===== config.mk =====
export PLATFORM = sky130hd
export DESIGN_NAME = muldiv_stall_ctrl
export DESIGN_NICKNAME = d
export VERILOG_FILES = /design/src/rtl/mips_ctrl_pkg.sv /design/src/rtl/mdu_iter_counter.sv /design/src/rtl/muldiv_stall_ctrl.sv
export SDC_FILE = /design/constraint.sdc
export NUM_CORES = 1
export LEC_CHECK = 0
export ABC_CLOCK_PERIOD_IN_PS = 2340
export BUFFER_PORTS_ARGS = -buffer_cell sky130_fd_sc_hd__buf_2
export CAP_MARGIN = 0
export CORE_UTILIZATION = 45
export DETAILED_ROUTE_END_ITERATION = 10
export HOLD_SLACK_MARGIN = 0.03
export MAX_ROUTING_LAYER = met4
export PLACE_DENSITY = 0.82
export SETUP_SLACK_MARGIN = 0.15
export SYNTH_ARGS = -nofsm -noshare
export SYNTH_HDL_FRONTEND = slang
export SYNTH_SLANG_ARGS = --single-unit

===== constraint.sdc =====
create_clock -name clk -period 2.34 [get_ports clk]
set_clock_uncertainty 0.2 [all_clocks]
set_input_delay 0.468 -clock clk [delete_from_list [all_inputs] [get_ports clk]]
set_output_delay 0.468 -clock clk [all_outputs]
set_load 0.005 [all_outputs]

===== src/rtl/mips_ctrl_pkg.sv =====
// Shared MIPS control definitions: MDU sequencer state encoding and MDU op codes.
// Used by muldiv_stall_ctrl (optional build macro there: MDU_STALL_CNT_EN).
package mips_ctrl_pkg;

    // MDU sequencer states; kept as plain 2-bit constants so legacy decode logic
    // that compares against literal values stays compatible.
    localparam logic [1:0] IDLE = 2'd0;
    localparam logic [1:0] RUN  = 2'd1;
    localparam logic [1:0] WB   = 2'd2;

    // MDU operation: bit 1 selects divide, bit 0 selects the signed variant.
    typedef enum logic [1:0] {
        MDU_OP_MULTU = 2'b00,
        MDU_OP_MULT  = 2'b01,
        MDU_OP_DIVU  = 2'b10,
        MDU_OP_DIV   = 2'b11
    } mdu_op_t;

    // Build the op code from the ID decode flags.
    function automatic mdu_op_t mdu_op_encode(input logic is_div, input logic is_signed);
        return mdu_op_t'({is_div, is_signed});
    endfunction

    function automatic logic mdu_op_is_div(input mdu_op_t op);
        return op[1];
    endfunction

    function automatic logic mdu_op_is_signed(input mdu_op_t op);
        return op[0];
    endfunction

endpackage


===== src/rtl/mdu_iter_counter.sv =====
// MDU iteration counter: loads the step count minus one, decrements while
// stepping, and holds at zero so it can never wrap.
module mdu_iter_counter #(
    parameter int CNT_W = 6
) (
    input  logic             clk,
    input  logic             reset,
    input  logic             load_i,
    input  logic [CNT_W-1:0] load_val_i,
    input  logic             dec_i,
    output logic             zero_o
);

    logic [CNT_W-1:0] cnt_q;
    logic [CNT_W-1:0] cnt_d;

    // Next count: load wins over decrement; decrement stops at zero.
    always_comb begin
        cnt_d = cnt_q;
        if (load_i) begin
            cnt_d = load_val_i;
        end else if (dec_i && (cnt_q != '0)) begin
            cnt_d = cnt_q - 1'b1;
        end
    end

    // Count register, cleared by reset.
    always_ff @(posedge clk) begin
        if (reset) begin
            cnt_q <= '0;
        end else begin
            cnt_q <= cnt_d;
        end
    end

    assign zero_o = (cnt_q == '0);

endmodule


===== src/rtl/muldiv_stall_ctrl.sv =====
// MDU sequencer and HI/LO stall control beside the load-use hazard logic.
// Issues MULT/MULTU/DIV/DIVU from ID, times the MDU iterations, pulses the
// HI/LO write and holds the front end while the MDU is busy.
// Build option: define MDU_STALL_CNT_EN to build the saturating stall-cycle
// performance counter; otherwise stall_cycles_o is tied to zero.
module muldiv_stall_ctrl
    import mips_ctrl_pkg::*;
#(
    parameter int MUL_CYCLES  = 4,
    parameter int DIV_CYCLES  = 32,
    parameter int CNT_W       = 6,
    parameter int STALL_CNT_W = 16
) (
    input  logic                   clk,
    input  logic                   reset,
    input  logic                   ID_mult_i,
    input  logic                   ID_div_i,
    input  logic                   ID_signed_i,
    input  logic                   ID_hilo_use_i,
    input  logic                   ID_flush_i,
    output logic                   mdu_start_o,
    output logic                   mdu_is_div_o,
    output logic                   mdu_signed_o,
    output logic                   mdu_step_o,
    output logic                   hilo_write_o,
    output logic                   pc_hold_o,
    output logic                   IF_ID_hold_o,
    output logic                   ID_EX_bubble_o,
    output logic                   busy_o,
    output logic [STALL_CNT_W-1:0] stall_cycles_o
);

    // Counter preload is N-1 so the RUN state lasts exactly N cycles.
    localparam logic [CNT_W-1:0] MUL_LOAD = CNT_W'(MUL_CYCLES - 1);
    localparam logic [CNT_W-1:0] DIV_LOAD = CNT_W'(DIV_CYCLES - 1);

    logic [1:0] state_q;
    logic [1:0] state_d;
    mdu_op_t    op_q;
    mdu_op_t    op_d;
    logic       id_muldiv;
    logic       issue;
    logic       stall;
    logic       cnt_zero;
    logic       cnt_dec;

    assign id_muldiv = ID_mult_i | ID_div_i;

    // A flushed ID op neither issues nor stalls; reset masks both so every
    // output is quiet while reset is held.
    assign issue = ~reset & id_muldiv & ~ID_flush_i & (state_q == IDLE);
    assign stall = ~reset & (state_q != IDLE) & (id_muldiv | ID_hilo_use_i) & ~ID_flush_i;

    // Divide wins if decode ever flags both (illegal) at once.
    assign op_d    = issue ? mdu_op_encode(ID_div_i, ID_signed_i) : op_q;
    assign cnt_dec = (state_q == RUN);

    mdu_iter_counter #(
        .CNT_W (CNT_W)
    ) u_iter_cnt (
        .clk        (clk),
        .reset      (reset),
        .load_i     (issue),
        .load_val_i (ID_div_i ? DIV_LOAD : MUL_LOAD),
        .dec_i      (cnt_dec),
        .zero_o     (cnt_zero)
    );

    // FSM next state: IDLE -> RUN on issue, RUN -> WB when the count hits zero.
    always_comb begin
        state_d = state_q;
        case (state_q)
            IDLE:    if (issue) state_d = RUN;
            RUN:     if (cnt_zero) state_d = WB;
            WB:      state_d = IDLE;
            default: state_d = IDLE;
        endcase
    end

    // State and op latch; reset aborts any in-flight operation.
    always_ff @(posedge clk) begin
        if (reset) begin
            state_q <= IDLE;
            op_q    <= MDU_OP_MULTU;
        end else begin
            state_q <= state_d;
            op_q    <= op_d;
        end
    end

    assign mdu_start_o    = issue;
    assign mdu_is_div_o   = mdu_op_is_div(op_q);
    assign mdu_signed_o   = mdu_op_is_signed(op_q);
    assign mdu_step_o     = ~reset & (state_q == RUN);
    assign hilo_write_o   = ~reset & (state_q == WB);
    assign busy_o         = ~reset & (state_q != IDLE);
    assign pc_hold_o      = stall;
    assign IF_ID_hold_o   = stall;
    assign ID_EX_bubble_o = stall;

`ifdef MDU_STALL_CNT_EN
    logic [STALL_CNT_W-1:0] stall_cnt_q;

    // Increment that sticks at all-ones instead of wrapping.
    function automatic logic [STALL_CNT_W-1:0] sat_inc(input logic [STALL_CNT_W-1:0] v);
        return (&v) ? v : v + 1'b1;
    endfunction

    // Stall-cycle performance counter.
    always_ff @(posedge clk) begin
        if (reset) begin
            stall_cnt_q <= '0;
        end else if (stall) begin
            stall_cnt_q <= sat_inc(stall_cnt_q);
        end
    end

    assign stall_cycles_o = stall_cnt_q;
`else
    assign stall_cycles_o = '0;
`endif

endmodule

== Word-level counts from Yosys, hierarchy flattened ==
Index checks and enable logic that the tools add are counted.

* Register bits after elaboration: 10
* Output and inout port bits: 25
* Word-level logic and storage cells: 33

* Add/subtract/negate cells: 1
* Equal/unequal tests: 4
* Muxes and demuxes: 6
* Bitwise operators: 12
* Reductions and logical operators: 7

{| class="wikitable"
|+ Operators with widths
! cell !! count
|-
| $mux 6 || 2
|-
| $and 1x1->1 || 8
|-
| $logic_not 6->1 || 1
|-
| $reduce_bool 6->1 || 1
|-
| $sub 6x1->6 const B || 1
|-
| $mux 5 || 1
|-
| $mux 2 || 2
|-
| $ne 2x2->1 const B || 2
|-
| $pmux 2 s2 || 1
|-
| $reduce_bool 2->1 || 2
|-
| $eq 2x1->1 const B || 1
|-
| $eq 2x2->1 const B || 1
|-
| $logic_not 2->1 || 1
|-
| $not 1->1 || 2
|-
| $or 1x1->1 || 2
|-
| $reduce_and 2->1 || 1
|-
| $logic_and 1x1->1 || 1
|}

== Depth between registers and ports, before layout ==
Gate-level depths: netlist of run 1.

* Depth after elaboration: 6
* Gate-level depth with buffers: 6
* Gate-level depth less buffers: 6

== By module ==
Synthesis of run 1 repeated with hierarchy kept, for this count alone.

* Cell total of the unflattened synthesis: 83
* Area total of the unflattened synthesis: 738.2 um^2

{| class="wikitable"
|+ Modules (own cells, without submodules)
! module !! times used !! cells an instance !! area an instance (um^2)
|-
| mdu_iter_counter || 1 || 42 || 371.6
|-
| muldiv_stall_ctrl || 1 || 41 || 366.6
|}

== Worst setup path after synthesis of run 1 ==
OpenSTA, ideal clock, no wires.

* Kind: input to output
* Start point: input ID_flush_i
* End point: output mdu_start_o
* Data arrival time: 1.338 ns
* Required time: 1.672 ns
* Path slack: 0.334 ns
* Stages: 4
* Path buffers: 1
* Cell sequence: or3_4 -> or3_1 -> buf_6 -> clkinv_8

* Longest elaborated chain between the ends: 3

{| class="wikitable"
|+ Ends and longest elaborated chain
! item !! RTL line !! text
|-
| start: declaration || muldiv_stall_ctrl.sv:20 || <nowiki>input logic ID_flush_i,</nowiki>
|-
| $not 1->1 || muldiv_stall_ctrl.sv:51 || <nowiki>assign issue = ~reset & id_muldiv & ~ID_flush_i & (state_q == IDLE);</nowiki>
|-
| $and 1x1->1 (2 in a row) || muldiv_stall_ctrl.sv:51 ||
|-
| end: declaration || muldiv_stall_ctrl.sv:21 || <nowiki>output logic mdu_start_o,</nowiki>
|}

No other way between the ends.

== Final worst setup path of run 1 ==
Ends and elaborated chain as after synthesis.

==> results of run 1 <==
layout by cell type, fill, tap and decap left out, types with 2 or more instances in the layout:
cell type,netlist,routed
ha_1,2,2
dfxtp_1,10,8
nand2_1,7,7
a21oi_1,4,4
nor3_1,4,4
buf_2,0,15
nand3b_1,2,2
nor2_1,10,10
buf_4,18,4
clkbuf_4,0,3
or3_4,1,2
nor4_1,2,2
inv_1,2,2
xnor2_1,2,2
conb_1,1,16
nor4b_1,2,2
metal layers:
metal	wire, um	vias to the layer above	GRT usage
li1	-	288	-
met5	0	-	-
met1	556	265	0.221
met2	677	15	0.367
met3	38	2	0.0326
met4	7	0	0.0968
cell type report:
class / instances / area [um^2] / area share
multi-input cells: 67 / 382 / 0.495
flip-flops and latches: 10 / 205 / 0.266
repair buffers: 19 / 105 / 0.136
clock buffers: 4 / 36.3 / 0.0471
inverters: 3 / 23.8 / 0.0308
well taps: 15 / 18.8 / 0.0244
per-stage QoR:
step | total power, uW | worst slack (ns) | area (um^2)
after floorplan | 300 | 0.334 | 751
after global placement | 304 | 0.118 | 702
after detailed placement | 307 | 0.0978 | 702
after CTS | 468 | 0.172 | 771
after global routing | 495 | 0.139 | 771
final | 466 | 0.163 | 771
critical path, stage by stage:
cell,delay [ns]
buf_2,0.11
or3_4,0.39
or3_4,0.38
clkinv_8,0.06
buf_2,0.10
cells by family (layout without fill, tap and decap cells):
| kind of cell | Yosys count | after routing | synth area share |
|---|---|---|---|
| XOR/XNOR | 3 | 3 | 0.0378 |
| buffers and inverters | 23 | 26 | 0.250 |
| AO/OA/AOI/OAI | 9 | 9 | 0.0865 |
| adder cells (fa/ha/maj) | 2 | 2 | 0.0360 |
| other | 1 | 16 | 0.00540 |
| AND/OR/NAND/NOR | 37 | 37 | 0.296 |
| flip-flops | 10 | 10 | 0.288 |
repair_timing:
action                     in CTS  in global routing
pin swaps                       2                  0
setup buffers                   3                  0
setup endpoints to repair       1                  1
resized for setup               4                  0
hold buffers                    0                  0
state kept, by name (all words and copies together) (netlist names):
register and count:
u_iter_cnt.cnt_q 6, state_q 2, op_q 2
power breakdown:
part	total [uW]	internal, uW	switching (uW)
registers	198	185	13.6
clock network	155	94.5	60.4
logic	112	49.9	62.6
how the worst max path moves through the flow:
stage,start,endpoint,slack [ns],cells past startpoint
global route,state_q[1],mdu_start_o,0.14,4
global placement,ID_flush_i,mdu_start_o,0.12,5
floorplan,ID_flush_i,mdu_start_o,0.33,4
CTS,ID_flush_i,mdu_start_o,0.17,5
finish,ID_flush_i,mdu_start_o,0.16,5
detailed placement,ID_flush_i,mdu_start_o,0.1,5
==> out/summary.md, run 1 <==
• antenna violations before repair: 0
• count of pins on the block boundary: 32
• starting density of the core: 0.508
• later-pin clock latency in the skew report: 0.27 ns
• final number of max-transition violations: 0
• Die X: 41.3 um
• fraction of synthesis flops using an asynchronous set or reset pin: 0
• via count: 570
• final worst path period share: 0.931
• worst path arrival time: 1.51 ns
• setup violation total in the final timing report: 0
• launch point of the worst reg-to-reg path: state_q[1]
• setup TNS: 0 ns
• number of hold violations in the final report: 0
• count of port buffers added during placement: 15
• maximum ir drop on the vdd rail: 0.445 mV
• Total Routing Usage GR: 0.207
• startpoint of the lowest-slack hold path: ID_signed_i
• run status: complete, no violations
• number of global-route vias before repair: 547
• worst-case hold path end point: op_q[0]
• library cell with the highest instance count after synthesis: buf_4
• 1st-iter DRT viols: 17
• top-area cell type share of the netlist area: 0.288
• global-route wire length before repair: 2.21 mm
• top cells by instance count after synthesis: buf_4, dfxtp_1, nor2_1
• mean routed wirelength per cell: 10.8 um
• vias per cell: 4.83
• endpoint of the lowest-slack register-to-register path: u_iter_cnt.cnt_q[5]
• number of buffers between clock root and the deepest sink: 2
• number of enable-type register cells in the synthesized netlist: 0
• minimum clock period: 2.18 ns
• Residual DRC: 0
• area growth from synthesis to layout: 11.0%
• number of distinct library cells after synthesis: 31
• clock tree from TritonCTS: yes
• global placement routability congestion: 0.766
• TritonRoute pass-1 iters: 4
• hold depth: 3
• Lkg Pwr: 0.000374 uW
• syn_area_per_cell: 8.17 um^2
• Primary FF master, synth: dfxtp_1
• Cell Count Post-Placement: 111
• Syn Std Cell Area: 694 um^2
• Tightest Hold Check Type: in2reg
• core area: 1370 um^2
• flop-to-flop setup slack: 0.46 ns
• type of the worst setup path: in2out
• post-synth top area cell: dfxtp_1
• type of element launching the critical path: input port
• remaining number of nets flagged by the antenna check after routing: 0
• post-route worst hold slack: 0.184 ns
• areal power density over the cells: 604 nW/um^2
• share of post-route cells with drive strength above 1: 0.291
• clock transition time at the flip-flop clock pins of the worst setup and hold paths: 0.07 ns
• part of the Yosys area used for sequential elements: 0.288
• timing-limited maximum frequency: 0.459 GHz
• number of cells on the worst reg-to-reg path: 5
• cell at the root of the clock tree: clkbuf_4
• aggregate global routing overflow: 0
• die outline area: 1700 um^2
• total clock buffers created by CTS: 3
• number of antenna diodes: 0
• sort of element at the end of the critical path: output pin
• number of maximum-capacitance violations: 0
• largest net degree at the start of global routing: 15
• FF+latch count, synth: 10
• required time reported for the critical path endpoint: 1.67 ns
• unrepaired setup endpoints after global routing: yes
• top cells by area in the synthesized netlist: dfxtp_1, buf_4, nor2_1
• number of warnings issued by yosys: 0
• Total Wirelength: 1.28 mm
• end-of-flow core utilization: 0.564
• number of levels the H-tree was split into: 1
• total of fill cells in the finished design: 130
• DPL Wire Length: 917 um
• number of standard cells after synthesis: 85
• clock sink count: 10
• Site Rows: 13
• maximum fanout along the worst path: 3
• non-filler cells, final: 118
• Die H: 41.3 um
• count of nets after finishing: 113
(Power assumes the default switching activity.)
==> run 2: changes to the inputs <==
--- a/config.mk
+++ b/config.mk
@@ -13,7 +13,7 @@
 export HOLD_SLACK_MARGIN = 0.03
 export MAX_ROUTING_LAYER = met4
 export PLACE_DENSITY = 0.82
-export SETUP_SLACK_MARGIN = 0.15
+export SETUP_SLACK_MARGIN = 0.4
 export SYNTH_ARGS = -nofsm -noshare
 export SYNTH_HDL_FRONTEND = slang
 export SYNTH_SLANG_ARGS = --single-unit
==> run 2 against run 1 <==
Critical path depth fell by 1. Critical path type is now reg2out. Via count increased by 5.4%. Flip-flop and latch count unchanged. Critical endpoint unchanged. First-iteration DRC count shrank 100%.
==> out/summary.md, run 2 (synthesized netlist as in run 1, its figures left out) <==
• worst path arrival time: 1.52 ns, about the same
• clock sink count: 10, unchanged
• number of buffers between clock root and the deepest sink: 2, unchanged
• Die X: 41.3 um, unchanged
• worst slew pin tran: 0.486 ns
• areal power density over the cells: 585 nW/um^2, -3.3%
• clock transition time at the flip-flop clock pins of the worst setup and hold paths: 0.07 ns, about the same
• Site Rows: 13, unchanged
• Residual DRC: 0, unchanged
• Clk pwr share: 0.327, -0.005
• combinational share of power: 0.263, +0.022
• share of post-route cells with drive strength above 1: 0.343, +0.0513
• minimum clock period: 2.19 ns, +0.00796 ns
• Tightest Hold Check Type: in2reg
• Post-CTS Hold Buffers: 0, unchanged
• DP Area: 723 um^2, +3.0%
• max-slew headroom at the worst pin: 0.671
• pre-CTS WS: 0.0864 ns, -0.0114 ns
• 1st-iter DRT viols: 0, -17
• maximum fanout along the worst path: 2, -1
• Total Wirelength: 1.50 mm, +17%
• number of global-route vias before repair: 529, -3.3%
• most numerous cell on the critical path: or3_4
• register name with the most flops: u_iter_cnt.cnt_q
• required time reported for the critical path endpoint: 1.67 ns, about the same
• setup violation total in the final timing report: 0, unchanged
• maximum ir drop on the vdd rail: 0.404 mV, -9.1%
• count of nets after finishing: 118, +4.4%
• global placement routability congestion: 0.814, +6.2%
• Die H: 41.3 um, unchanged
• clock tree from TritonCTS: yes
• final worst path period share: 0.934, +0.00340
• slowest library cell on the worst path: or3_4
• flip-flop count of the largest register after layout: 6, unchanged
• antenna violations before repair: 0, unchanged
• aggregate global routing overflow: 0, unchanged
• count of port buffers added during placement: 15, unchanged
• internal power consumption: 339 uW, +2.9%
• die outline area: 1700 um^2, unchanged
• type of element launching the critical path: flip-flop
• unrepaired setup endpoints after global routing: yes
• area growth from synthesis to layout: 19.6%
• run status: complete, no violations
• number of maximum-capacitance violations: 0, unchanged
• most common cell after layout, fill and taps aside: conb_1
• Worst path max stage delay: 0.42 ns, +0.03 ns
• core area: 1370 um^2, unchanged
• Total Routing Usage GR: 0.213, +0.00598
• setup TNS: 0 ns, unchanged
• mean routed wirelength per cell: 12.2 um, +13%
• type of the worst setup path: reg2out
• number of levels the H-tree was split into: 1, unchanged
• count of pins on the block boundary: 32, unchanged
• fraction of power spent switching nets: 0.303, +0.00955
• switching component of the power: 147 uW, +7.7%
• Lkg Pwr: 0.000404 uW, +8.1%
• largest registers: u_iter_cnt.cnt_q: 6 flops, op_q: 2 flops, state_q: 2 flops
• later-pin clock latency in the skew report: 0.27 ns, about the same
• remaining number of nets flagged by the antenna check after routing: 0, unchanged
• DPL Wire Length: 1.04 mm, +13%
• via count: 601, +5.4%
• commonest non-fill, non-tap cells in the layout: conb_1, buf_2, nor2_1, dfxtp_1, buf_4
• total clock buffers created by CTS: 3, unchanged
• TritonRoute pass-1 iters: 1, -3
• sort of element at the end of the critical path: output pin
• number of antenna diodes: 0, unchanged
• timing-limited maximum frequency: 0.458 GHz, -0.36%
• cells traversed along the worst timing path: or3_4 -> or3_4 -> clkinv_8 -> buf_6
• cell at the root of the clock tree: clkbuf_4
• final number of max-transition violations: 0, unchanged
• end-of-flow core utilization: 0.608, +0.0440
• global-route wire length before repair: 2.30 mm, +4.1%
• number of hold violations in the final report: 0, unchanged
• largest net degree at the start of global routing: 14, -1
• starting density of the core: 0.508, unchanged
• Final WS setup: 0.155 ns, -0.00796 ns
• relative contribution of sequential cells to total power: 0.411, -0.015
• finished layout cell area: 831 um^2, +7.8%
• vias per cell: 4.89, +1.2%
-- run 2: through the flow --
step	power, uW	std cells	hold WS (ns)
2_1_floorplan	301	100	0.265
3_5_place_dp	312	113	0.270
5_1_grt	513	123	0.197
6_report	486	123	0.196
3_3_place_gp	307	113	0.256
4_1_cts	479	120	0.194
-- run 2: path summary, 6_finish.rpt --
kind / startpoint / end / slack [ns] / depth (start not counted)
worst max register to register: state_q[1] / u_iter_cnt.cnt_q[5] / 0.38 / 6
worst min-delay path: ID_signed_i / op_q[0] / 0.20 / 3
worst max-delay path: state_q[1] / mdu_start_o / 0.15 / 4
worst min register to register: op_q[1] / op_q[1] / 0.27 / 2
-- run 2: layout make-up --
type | count | area (um^2)
fillers | 126 | 536
multi-input cells | 67 | 390
flip-flops and latches | 10 | 203
repair buffers | 24 | 159
clock buffers | 4 | 36.3
inverters | 3 | 23.8
well taps | 15 | 18.8
-- run 2: metal layers --
| layer | vias to the layer above | routed length (um) | part of all wire | global-route usage |
|---|---|---|---|---|
| li1 | 296 | - | - | - |
| met1 | 284 | 574 | 0.38 | 0.248 |
| met2 | 21 | 861 | 0.57 | 0.371 |
| met3 | 0 | 67 | 0.045 | 0.0380 |
| met4 | 0 | 0 | 0 | 0.0565 |
| met5 | - | 0 | 0 | - |
-- run 2: what timing repair did --
action	in CTS	in global routing
gates resized for setup	5	2
setup endpoints to repair	1	4
pin swaps	2	2
cloned	0	0
setup buffers	3	3
-- run 2: power by group through the flow --
stage / combinational [uW] / sequential (uW) / clock, uW
4_1_cts: 118 / 199 / 161
3_5_place_dp: 109 / 203 / 0
5_1_grt: 143 / 202 / 168
3_3_place_gp: 106 / 202 / 0
2_1_floorplan: 100 / 201 / 0
6_report: 128 / 200 / 159
-- run 2: worst max-delay path: cells and delay by family, from the launching register on --
kind | cells | cell delay (ns)
flip-flops | 1 | 0.33
AND/OR/NAND/NOR | 2 | 0.78
buffers and inverters | 2 | 0.14
==> run 3: changes to the inputs <==
--- a/config.mk
+++ b/config.mk
@@ -6,13 +6,14 @@
 export NUM_CORES = 1
 export LEC_CHECK = 0
 export ABC_CLOCK_PERIOD_IN_PS = 2340
-export BUFFER_PORTS_ARGS = -buffer_cell sky130_fd_sc_hd__buf_2
 export CAP_MARGIN = 0
-export CORE_UTILIZATION = 45
+export CORE_AREA = 2 2 39 41
 export DETAILED_ROUTE_END_ITERATION = 10
+export DIE_AREA = 0 0 41 43
+export DONT_BUFFER_PORTS = 1
 export HOLD_SLACK_MARGIN = 0.03
 export MAX_ROUTING_LAYER = met4
-export PLACE_DENSITY = 0.82
+export PLACE_DENSITY = 0.72
 export SETUP_SLACK_MARGIN = 0.4
 export SYNTH_ARGS = -nofsm -noshare
 export SYNTH_HDL_FRONTEND = slang
==> run 3 against run 2 <==
Via count shrank 9.5%. Clock power is essentially flat. Total power shrank 5.6%. Flip-flop and latch count is the same. Worst hold slack lost 0.14 ns. Setup slack gained 0.063 ns. Utilization shrank 9.1 points. Clock-buffer cell count is the same. Combinational power shrank 21%. Register-to-register slack gained 0.13 ns. First-iteration DRC count grew 19. Critical endpoint unchanged. Largest power group unchanged. Highest routed layer is now met4.
==> out/summary.md, run 3 (synthesized netlist as in run 1, its figures left out) <==
• clock tree from TritonCTS: yes
• aggregate global routing overflow: 0, unchanged
• fraction of power spent switching nets: 0.293, -0.0102
• combinational share of power: 0.219, -0.044
• die outline area: 1760 um^2, +3.5%
• Cell Count Post-Placement: 96, -15%
• non-filler cells, final: 104, -15%
• Site Rows: 14, +1
• layer carrying the most global-route usage: met2
• Total Wirelength: 1.25 mm, -17%
• count of port buffers added during placement: 0, -15
• largest registers: u_iter_cnt.cnt_q: 6 flops, op_q: 2 flops, state_q: 2 flops
• type of element launching the critical path: flip-flop
• maximum ir drop on the vdd rail: 0.347 mV, -14%
• area of the multi-input gates: 403 um^2, +3.2%
• clock transition time at the flip-flop clock pins of the worst setup and hold paths: 0.08 ns, about the same
• core area: 1380 um^2, +1.3%
• number of buffers between clock root and the deepest sink: 2, unchanged
• starting density of the core: 0.502, -0.00643
• number of hold violations in the final report: 0, unchanged
• 1st-iter DRT viols: 19, +19
• final worst path period share: 0.907, -0.0271
• cells traversed along the worst timing path: or3_4 -> or3_4 -> clkinv_8
• Post-CTS Hold Buffers: 0, unchanged
• remaining number of nets flagged by the antenna check after routing: 0, unchanged
• TritonRoute pass-1 iters: 4, +3
• family of cells with the greatest summed delay on the critical path: simple AND/OR/NAND/NOR gates
• unrepaired setup endpoints after global routing: yes
• Residual DRC: 0, unchanged
• Die H: 43 um, +4.2%
• area growth from synthesis to layout: 3.06%
• flip-flop count of the largest register after layout: 6, unchanged
• worst path arrival time: 1.45 ns, -0.07 ns
• setup violation total in the final timing report: 0, unchanged
• DPL Wire Length: 859 um, -17%
• Clk pwr share: 0.341, +0.014
• Die X: 41 um, -0.68%
• critical path buffer and inverter count: 1, -1
• cell at the root of the clock tree: clkbuf_4
• setup TNS: 0 ns, unchanged
• met2 Usage GRT: 0.234, -0.137
• via count: 544, -9.5%
• Lkg Pwr: 0.000304 uW, -25%
• switching component of the power: 134 uW, -8.8%
• total of fill cells in the finished design: 129, +2.4%
• share of post-route cells with drive strength above 1: 0.193, -0.149
• run status: complete, no violations
• most common cell after layout, fill and taps aside: conb_1
• maximum fanout along the worst path: 6, +4
• count of pins on the block boundary: 32, unchanged
• largest net degree at the start of global routing: 15, +1
• end-of-flow core utilization: 0.517, -0.0909
• Worst path max stage delay: 0.42 ns, about the same
• timing-limited maximum frequency: 0.471 GHz, +3.0%
• number of levels the H-tree was split into: 1, unchanged
• number of antenna diodes: 0, unchanged
• mean routed wirelength per cell: 12.0 um, -1.6%
• count of nets after finishing: 98, -17%
• required time reported for the critical path endpoint: 1.67 ns, about the same
• clock sink count: 10, unchanged
• register name with the most flops: u_iter_cnt.cnt_q
• sort of element at the end of the critical path: output pin
• type of the worst setup path: reg2out
• global routing usage on met1: 0.206, -0.0425
• total clock buffers created by CTS: 3, unchanged
• commonest non-fill, non-tap cells in the layout: conb_1, nor2_1, dfxtp_1, nand2_1
• areal power density over the cells: 641 nW/um^2, +9.6%
• minimum clock period: 2.12 ns, -0.0635 ns
• vias per cell: 5.23, +7.1%
• final number of max-transition violations: 0, unchanged
• internal power consumption: 325 uW, -4.2%
• global placement routability congestion: 0.818, +0.53%
• relative contribution of sequential cells to total power: 0.439, +0.028
• Total Routing Usage GR: 0.173, -0.0399
• footprint of the flip-flops and latches: 203 um^2, unchanged
• antenna violations before repair: 0, unchanged
• met3 global-route usage: 0.0524, +0.0143
• global-route wire length before repair: 1.98 mm, -14%
• number of maximum-capacitance violations: 0, unchanged
• Tightest Hold Check Type: in2reg
• later-pin clock latency in the skew report: 0.26 ns, about the same
• slowest library cell on the worst path: or3_4
• number of global-route vias before repair: 445, -16%
• most numerous cell on the critical path: or3_4
run 3: cell count changes in the layout (fill, tap and decap cells not counted), sizes merged:
cell and delta:
buf -20
run 3: per-stage QoR:
stage          setup WS, ns  total power [uW]  hold slack, ns  cell area [um^2]
2_1_floorplan         0.334               301           0.265               757
3_3_place_gp          0.252               290           0.285               627
3_5_place_dp          0.241               291           0.293               627
4_1_cts               0.212               455          0.0521               701
5_1_grt               0.184               490          0.0385               716
6_report              0.218               459          0.0547               716
run 3: routing by layer:
metal | part of all wire | vias up
met3 | 0.048 | 4
met4 | 0.023 | 0
met2 | 0.51 | 23
met5 | 0 | -
li1 | - | 262
met1 | 0.42 | 255
run 3: power groups by stage:
stage / Clock, uW / Combinational (uW) / Sequential, uW
after floorplan: 0 / 100 / 201
after global placement: 0 / 86.1 / 204
after CTS: 159 / 95.8 / 200
after detailed placement: 0 / 86.0 / 205
final: 157 / 101 / 202
after global routing: 172 / 114 / 204
run 3: path summary, 6_finish.rpt:
check / startpoint / to / cells past startpoint / slack, ns
worst min-delay path: reset / state_q[0] / 1 / 0.05
worst max-delay path: state_q[1] / mdu_start_o / 3 / 0.22
worst min register to register: op_q[0] / op_q[0] / 2 / 0.30
worst max register to register: state_q[1] / u_iter_cnt.cnt_q[5] / 5 / 0.51
run 3: area by class of cell:
class,count,share of cell area
multi-input combinational,67,0.563
tap,16,0.0280
inverter,3,0.0332
clock buffer,4,0.0507
sequential,10,0.283
timing repair buffer,4,0.0420
run 3: worst register-to-register path, delay by kind of cell, from the launching register on:
kind / cells / cell delay [ns]
xor gates and xnor gates: 1 / 0.18
and+or+nand+nor: 3 / 0.89
buffers and inverters: 1 / 0.14
DFF: 1 / 0.32
run 3: repair_timing:
item,CTS,global route
buffers inserted,4,0
pin swaps,2,1
endpoints found under the setup margin,1,6
resized for setup,3,2
cloned,0,0
